**src/rtl/mem_port_arbiter.sv**
```systemverilog
// Shares one single-port memory between instruction fetch and data bus.
// Data wins arbitration; a just-served side sits out one cycle so both alternate.
module mem_port_arbiter #(
    parameter int unsigned TIMEOUT = 255
) (
    input  logic        iCLK,
    input  logic        iRST,
    input  logic        iIReq,
    input  logic [31:0] iIAddr,
    output logic [31:0] oIRData,
    output logic        oIValid,
    input  logic        iDReq,
    input  logic        iDWrite,
    input  logic [3:0]  iDByteEnable,
    input  logic [31:0] iDAddr,
    input  logic [31:0] iDWData,
    output logic [31:0] oDRData,
    output logic        oDValid,
    output logic        oMReadEnable,
    output logic        oMWriteEnable,
    output logic [3:0]  oMByteEnable,
    output logic [31:0] oMAddress,
    output logic [31:0] oMWriteData,
    input  logic [31:0] iMReadData,
    input  logic        iMReady,
    output logic [1:0]  oGrant,
    output logic        oTimeout,
    output logic [31:0] mStallCycles
);

    typedef enum logic [1:0] {
        IDLE     = 2'd0,
        ACCESS_I = 2'd1,
        ACCESS_D = 2'd2
    } state_t;

    localparam logic [7:0] WAIT_LAST = 8'(TIMEOUT - 1);

    state_t      state;
    logic [31:0] addr;
    logic [31:0] wdata;
    logic [3:0]  be;
    logic        wr;
    logic [7:0]  wait_cnt;
    logic        d_elig;
    logic        i_elig;
    logic        stall_evt;
    logic        in_access;
    logic        give_up;

    assign d_elig    = iDReq & ~oDValid;
    assign i_elig    = iIReq & ~oIValid;
    assign stall_evt = (iIReq & ~oIValid) | (iDReq & ~oDValid);
    assign in_access = (state != IDLE);
    assign give_up   = ~iMReady & (wait_cnt == WAIT_LAST);

    assign oGrant        = {state == ACCESS_D, state == ACCESS_I};
    assign oMReadEnable  = (state == ACCESS_I) | ((state == ACCESS_D) & ~wr);
    assign oMWriteEnable = (state == ACCESS_D) & wr;
    assign oMByteEnable  = in_access ? be : 4'b0000;
    assign oMAddress     = in_access ? addr : 32'd0;
    assign oMWriteData   = (state == ACCESS_D) ? wdata : 32'd0;

    // Arbitration, access sequencing, completion pulses and stall counting
    always_ff @(posedge iCLK or negedge iRST) begin
        if (!iRST) begin
            state        <= IDLE;
            addr         <= 32'd0;
            wdata        <= 32'd0;
            be           <= 4'b0000;
            wr           <= 1'b0;
            wait_cnt     <= 8'd0;
            oIRData      <= 32'd0;
            oIValid      <= 1'b0;
            oDRData      <= 32'd0;
            oDValid      <= 1'b0;
            oTimeout     <= 1'b0;
            mStallCycles <= 32'd0;
        end else begin
            oIValid <= 1'b0;
            oDValid <= 1'b0;
            if (stall_evt)
                mStallCycles <= mStallCycles + 32'd1;
            unique case (state)
                IDLE: begin
                    wait_cnt <= 8'd0;
                    if (d_elig) begin
                        state <= ACCESS_D;
                        addr  <= iDAddr;
                        wr    <= iDWrite;
                        be    <= iDByteEnable;
                        wdata <= iDWData;
                    end else if (i_elig) begin
                        state <= ACCESS_I;
                        addr  <= iIAddr;
                        wr    <= 1'b0;
                        be    <= 4'b1111;
                        wdata <= 32'd0;
                    end
                end
                ACCESS_I: begin
                    if (iMReady || give_up) begin
                        oIRData  <= iMReady ? iMReadData : 32'd0;
                        oIValid  <= 1'b1;
                        wait_cnt <= 8'd0;
                        state    <= IDLE;
                        if (!iMReady)
                            oTimeout <= 1'b1;
                    end else begin
                        wait_cnt <= wait_cnt + 8'd1;
                    end
                end
                ACCESS_D: begin
                    if (iMReady || give_up) begin
                        oDRData  <= (iMReady && !wr) ? iMReadData : 32'd0;
                        oDValid  <= 1'b1;
                        wait_cnt <= 8'd0;
                        state    <= IDLE;
                        if (!iMReady)
                            oTimeout <= 1'b1;
                    end else begin
                        wait_cnt <= wait_cnt + 8'd1;
                    end
                end
                default: state <= IDLE;
            endcase
        end
    end

endmodule

```
**config.mk**
```make
export PLATFORM = sky130hd
export DESIGN_NAME = mem_port_arbiter
export DESIGN_NICKNAME = d
export VERILOG_FILES = /design/src/rtl/mem_port_arbiter.sv
export SDC_FILE = /design/constraint.sdc
export NUM_CORES = 1
export LEC_CHECK = 0
export ABC_AREA = 1
export CORE_ASPECT_RATIO = 1.4
export CORE_MARGIN = 4
export CORE_UTILIZATION = 29
export CTS_CLUSTER_SIZE = 30
export DETAILED_ROUTE_END_ITERATION = 8
export GPL_TIMING_DRIVEN = 0
export PLACE_DENSITY = 0.67
export SLEW_MARGIN = 40
export SYNTH_ARGS = -nofsm -noshare
export SYNTH_HDL_FRONTEND = slang
export SYNTH_SLANG_ARGS = --single-unit
```
**constraint.sdc**
```tcl
create_clock -name iCLK -period 3.7 [get_ports iCLK]
set_input_delay 0.74 -clock iCLK [delete_from_list [all_inputs] [get_ports iCLK]]
set_output_delay 0.74 -clock iCLK [all_outputs]
set_load 0.005 [all_outputs]
```
After elaboration in Yosys (flattened, before gate mapping)

Cells that the tools add are included.

Bitwise logic cells: 11
Reduce and logical (&&, ||, !) cells: 13
Eq/ne operators: 5
Add/sub/neg operators: 2
Muxes and demuxes: 22

Operators with widths:

| cell                                           | count |
|---|---|
| two-way mux 32 bit                             | 8 |
| adder 32 x 1 -> 32 bit (second input constant) | 1 |
| one-hot mux 8 bit (2 select lines)             | 1 |
| two-way mux 4 bit                              | 3 |
| adder 8 x 1 -> 8 bit (second input constant)   | 1 |
| == test 8 bit (second input constant)          | 1 |
| two-way mux 8 bit                              | 1 |
| AND reduction 2 bit                            | 4 |
| two-way mux 2 bit                              | 3 |
| nonzero test 2 bit                             | 3 |
| AND 1 bit                                      | 5 |
| two-way mux 1 bit                              | 5 |
| NOT 1 bit                                      | 4 |
| one-hot mux 2 bit (2 select lines)             | 1 |
| != test 3 bit (second input constant)          | 1 |
| AND reduction 3 bit                            | 1 |
| == test 2 x 1 -> 1 bit (second input constant) | 1 |
| == test 2 bit (second input constant)          | 1 |
| logical NOT 2 bit                              | 1 |
| != test 2 x 1 -> 1 bit (second input constant) | 1 |
| bitwise OR 1 bit                               | 2 |
| OR reduction 2 bit                             | 1 |
| logical AND 1 bit                              | 1 |
| logical NOT 1 bit                              | 1 |
| logical OR 1 bit                               | 1 |

Bits in registers: 178
Input port bits: 138
Output and inout bits: 171
Word-level logic and storage cells: 65

Logic depth before layout (Yosys ltp)

Depth in word-level cells: 5
Depth in mapped cells: 10
Gate-level depth less buffers: 9

Worst setup path before layout

No wires, ideal clock.

Kind: reg-to-output
From: register state[0]
To: output port oMAddress[10]
Cell stages (with the launch flop): 6
Buffers on the path: 2
Slack: 1.731 ns
Required time: 2.960 ns
Arrival time: 1.229 ns
Cell sequence: dfrtp_1 > inv_1 > ha_1 > buf_2 > buf_1 > nor2_1

Word-level cells in the longest chain between the ends: 2

Ends and longest elaborated chain:

| item                   | line | RTL |
|---|---|---|
| start, declared        | 39   | `state_t state;` |
| start signal, assigned | 67   | `state <= IDLE;` |
| start signal, assigned | 88   | `state <= ACCESS_D;` |
| start signal, assigned | 94   | `state <= ACCESS_I;` |
| nonzero test 2 bit     | 54   | `assign in_access = (state != IDLE);` |
| two-way mux 32 bit     | 61   | `assign oMAddress = in_access ? addr : 32'd0;` |
| end, declared          | 22   | `output logic [31:0] oMAddress,` |

Every way passes these cells.

Final worst setup path

From: register state[0]
To: output port oMWriteData[28]

Word-level cells in the longest chain between the ends: 2

Ends and longest elaborated chain:

| item               | line | RTL |
|---|---|---|
| == test 2 bit      | 62   | `assign oMWriteData = (state == ACCESS_D) ? wdata : 32'd0;` |
| two-way mux 32 bit | 62   |  |
| end, declared      | 23   | `output logic [31:0] oMWriteData,` |

Every way passes these cells.

==> results.json <==
{
  "synth_top_area_share_pct": 52.4,
  "hp-class": "in2async",
  "critPathKind": "reg2out",
  "clk_latency_ns": 0.43,
  "synth_cells": 1018,
  "wl_per_cell_um": 16.1,
  "ctsResizeCount": 0,
  "hold_buffers": 0,
  "required_ns": 2.96,
  "ys.flop_type": "dfrtp_1",
  "row_count": 73,
  "portBuffers": 307,
  "drtIter0Drc": 307,
  "syn_nets": 1163,
  "fin_cells": 1733,
  "hold_violations": 0,
  "ios": 309,
  "synth_xor_area_share_pct": 1.85,
  "cts_buffers": 17,
  "status": "complete, no violations",
  "fillers": 2878,
  "vdd_drop_max_mv": 0.365,
  "ctsHtreeMaxLevel": 4,
  "coreArea_um2": 28700,
  "worstPathArrival_ns": 2.50,
  "muxShareOfSynthArea_pct": 0,
  "maxCapViolations": 0,
  "area_growth_pct": 48.7,
  "grt_pass1_wl_um": 43400,
  "synth.most_common_cell": "nand2_1",
  "grt_max_degree": 71,
  "syn_area_um2": 8500,
  "post-dp-hpwl_um": 21600,
  "first_global_vias": 8047,
  "rr_startpoint": "state[1]$_DFFE_PN0P_",
  "critPathCaptureType": "primary output",
  "ys_async_sr_fraction_pct": 100,
  "synth_edf_count": 0,
  "num-nets-final": 1491,
  "yosysUniqueCellTypes": 33,
  "post_cts_buffers": 0,
  "leakage_nw": 6.04,
  "clock_skew_ns": 0.0134,
  "layout_min_cycle_time_ns": 3.24,
  "clock-sinks": 178,
  "vias": 7836,
  "yosysWarnings": 0,
  "pre_cts_slack_ns": 0.849,
  "clk_pin_slew_ns": 0.07,
  "yosys.area_share.simple_pct": 26.1,
  "cts_tree": "built",
  "dieHeight_um": 211,
  "vias_per_cell": 4.52,
  "dr.pass1.iters": 4,
  "drc": 0,
  "fin_ws_ns": 0.463,
  "worst_slew_pin_slew_ns": 0.569,
  "drtAntennaViolNets": 0,
  "drive_above_1_share_pct": 7.81,
  "slew_headroom_pct": 62.1,
  "grt_antenna_before_repair": 0,
  "clk_path_buf_depth": 2,
  "ys_top_cells_by_count": "nand2_1, dfrtp_1, inv_1, nor2_1, nand3_1",
  "wirelength_um": 27800,
  "maxSlewViolCount": 0,
  "post-place-cells": 1702,
  "grt_overflow": 0,
  "antenna_cells": 0,
  "r2r-end": "wdata[23]$_DFFE_PN0P_",
  "rr_worst_depth": 7,
  "rsz0062_at_grt": "false",
  "die-area_um2": 32200,
  "start_util_pct": 29.6,
  "ys_seq_area_share_pct": 52.4,
  "startpoint_type": "flop",
  "synth-adder-area-share_pct": 1.03,
  "synth_compound_area_share_pct": 9.71,
  "setup_viol": 0,
  "fmax_mhz": 309,
  "fin_crit_sh_pct": 87.5,
  "critPathMaxFanout": 10,
  "cts_root_buf": "clkbuf_16",
  "syn_avg_cell_area_um2": 8.35,
  "die_x_um": 153,
  "gp_congestion": 0.870,
  "yosysTopAreaCell": "dfrtp_1",
  "synthTopCellsByArea": "dfrtp_1, nand2_1, inv_1",
  "track_usage_pct": 17.0,
  "timing.reg2reg.setup_slack_ns": 1.75,
  "ys_ff_latch": 178,
  "powerDensity_nw_per_um2": 690,
  "synth_top_family_by_area": "simple AND/OR/NAND/NOR gates"
}
==> layout make-up <==
class	instances	area, µm²	share of cell area, %
well taps	375	469	3.71
repair buffers	309	3130	24.8
plain buffers	48	290	2.30
multi-input cells	668	3290	26.0
inverters	124	465	3.68
clock buffers	22	454	3.59
clock inverters	9	83.8	0.663
flip-flops and latches	178	4450	35.2
==> power by group <==
group	leakage (nW)	switching [mW]	internal (mW)
registers	2.24	0.429	2.68
clock network	0.252	0.773	0.940
logic	3.56	1.87	2.03
==> metrics by stage <==
stage | hold slack, ns | cell area, µm² | total power, mW | TNS (ns) | util [%]
after floorplan | 0.444 | 8500 | 4.83 | 0 | -
after global placement | 0.455 | 12000 | 7.02 | -1034.63 | 42.0
after detailed placement | 0.455 | 12100 | 7.09 | 0 | 42.2
after CTS | 0.192 | 12600 | 8.86 | 0 | 44.1
after global routing | 0.207 | 12600 | 9.33 | 0 | 44.1
final | 0.203 | 12600 | 8.72 | 0 | 44.1
==> state kept, by name (all words and copies together), names as in the netlist <==
name / count
addr: 32
be: 4
mStallCycles: 32
oDRData: 32
oDValid: 1
oIRData: 32
oIValid: 1
oTimeout: 1
state: 2
wait_cnt: 8
wdata: 32
wr: 1
==> worst max-delay path: stages, from the launching register on <==
cell and delay [ns]:
dfrtp_1 0.41, inv_1 0.09, ha_1 0.18, buf_4 0.24, clkbuf_1 0.43, nand2_1 0.10
inv_1 0.07, clkdlybuf4s50_1 0.54
==> placed cells by master (no fill, tap or decap), drive strengths merged <==
cell / instances
buf: 30
clkinvlp: 4
a31o: 1
inv: 125
bufinv: 1
ha: 7
xnor2: 3
o21ai: 38
a21oi: 6
clkbuf: 43
nor3: 9
clkinv: 3
a22o: 32
dfrtp: 178
nand4: 8
clkdlybuf4s50: 306
nand3b: 6
xor2: 15
a31oi: 32
nand3: 46
and2: 1
nand2: 343
nor2: 121
==> cell families (layout without fill, tap and decap cells) <==
group,Yosys count,in the layout
compound gates,109,109
simple gates,534,534
fa+ha+maj,7,7
xor+xnor,18,18
flops,178,178
buf+inv,172,512
==> per-layer routing <==
metal	vias up	GRT usage (%)	part of all wire (%)
li1	3832	-	-
met1	3715	18.9	38
met2	237	30.8	53
met3	52	3.57	5.1
met4	0	8.08	3.9
met5	-	0	0
==> worst max path at each step <==
stage	start	endpoint	slack [ns]	depth (start not counted)
after floorplan	state[0]$_DFFE_PN0P_	oMAddress[10]	1.73	5
after global placement	iRST	wdata[15]$_DFFE_PN0P_	-5.83	1
after detailed placement	state[0]$_DFFE_PN0P_	oMWriteData[24]	0.85	7
after CTS	state[0]$_DFFE_PN0P_	oMWriteData[24]	0.36	7
after global routing	state[0]$_DFFE_PN0P_	oMWriteData[28]	0.25	7
final	state[0]$_DFFE_PN0P_	oMWriteData[28]	0.46	7
Note: power is estimated with default switching activity, not from simulation.
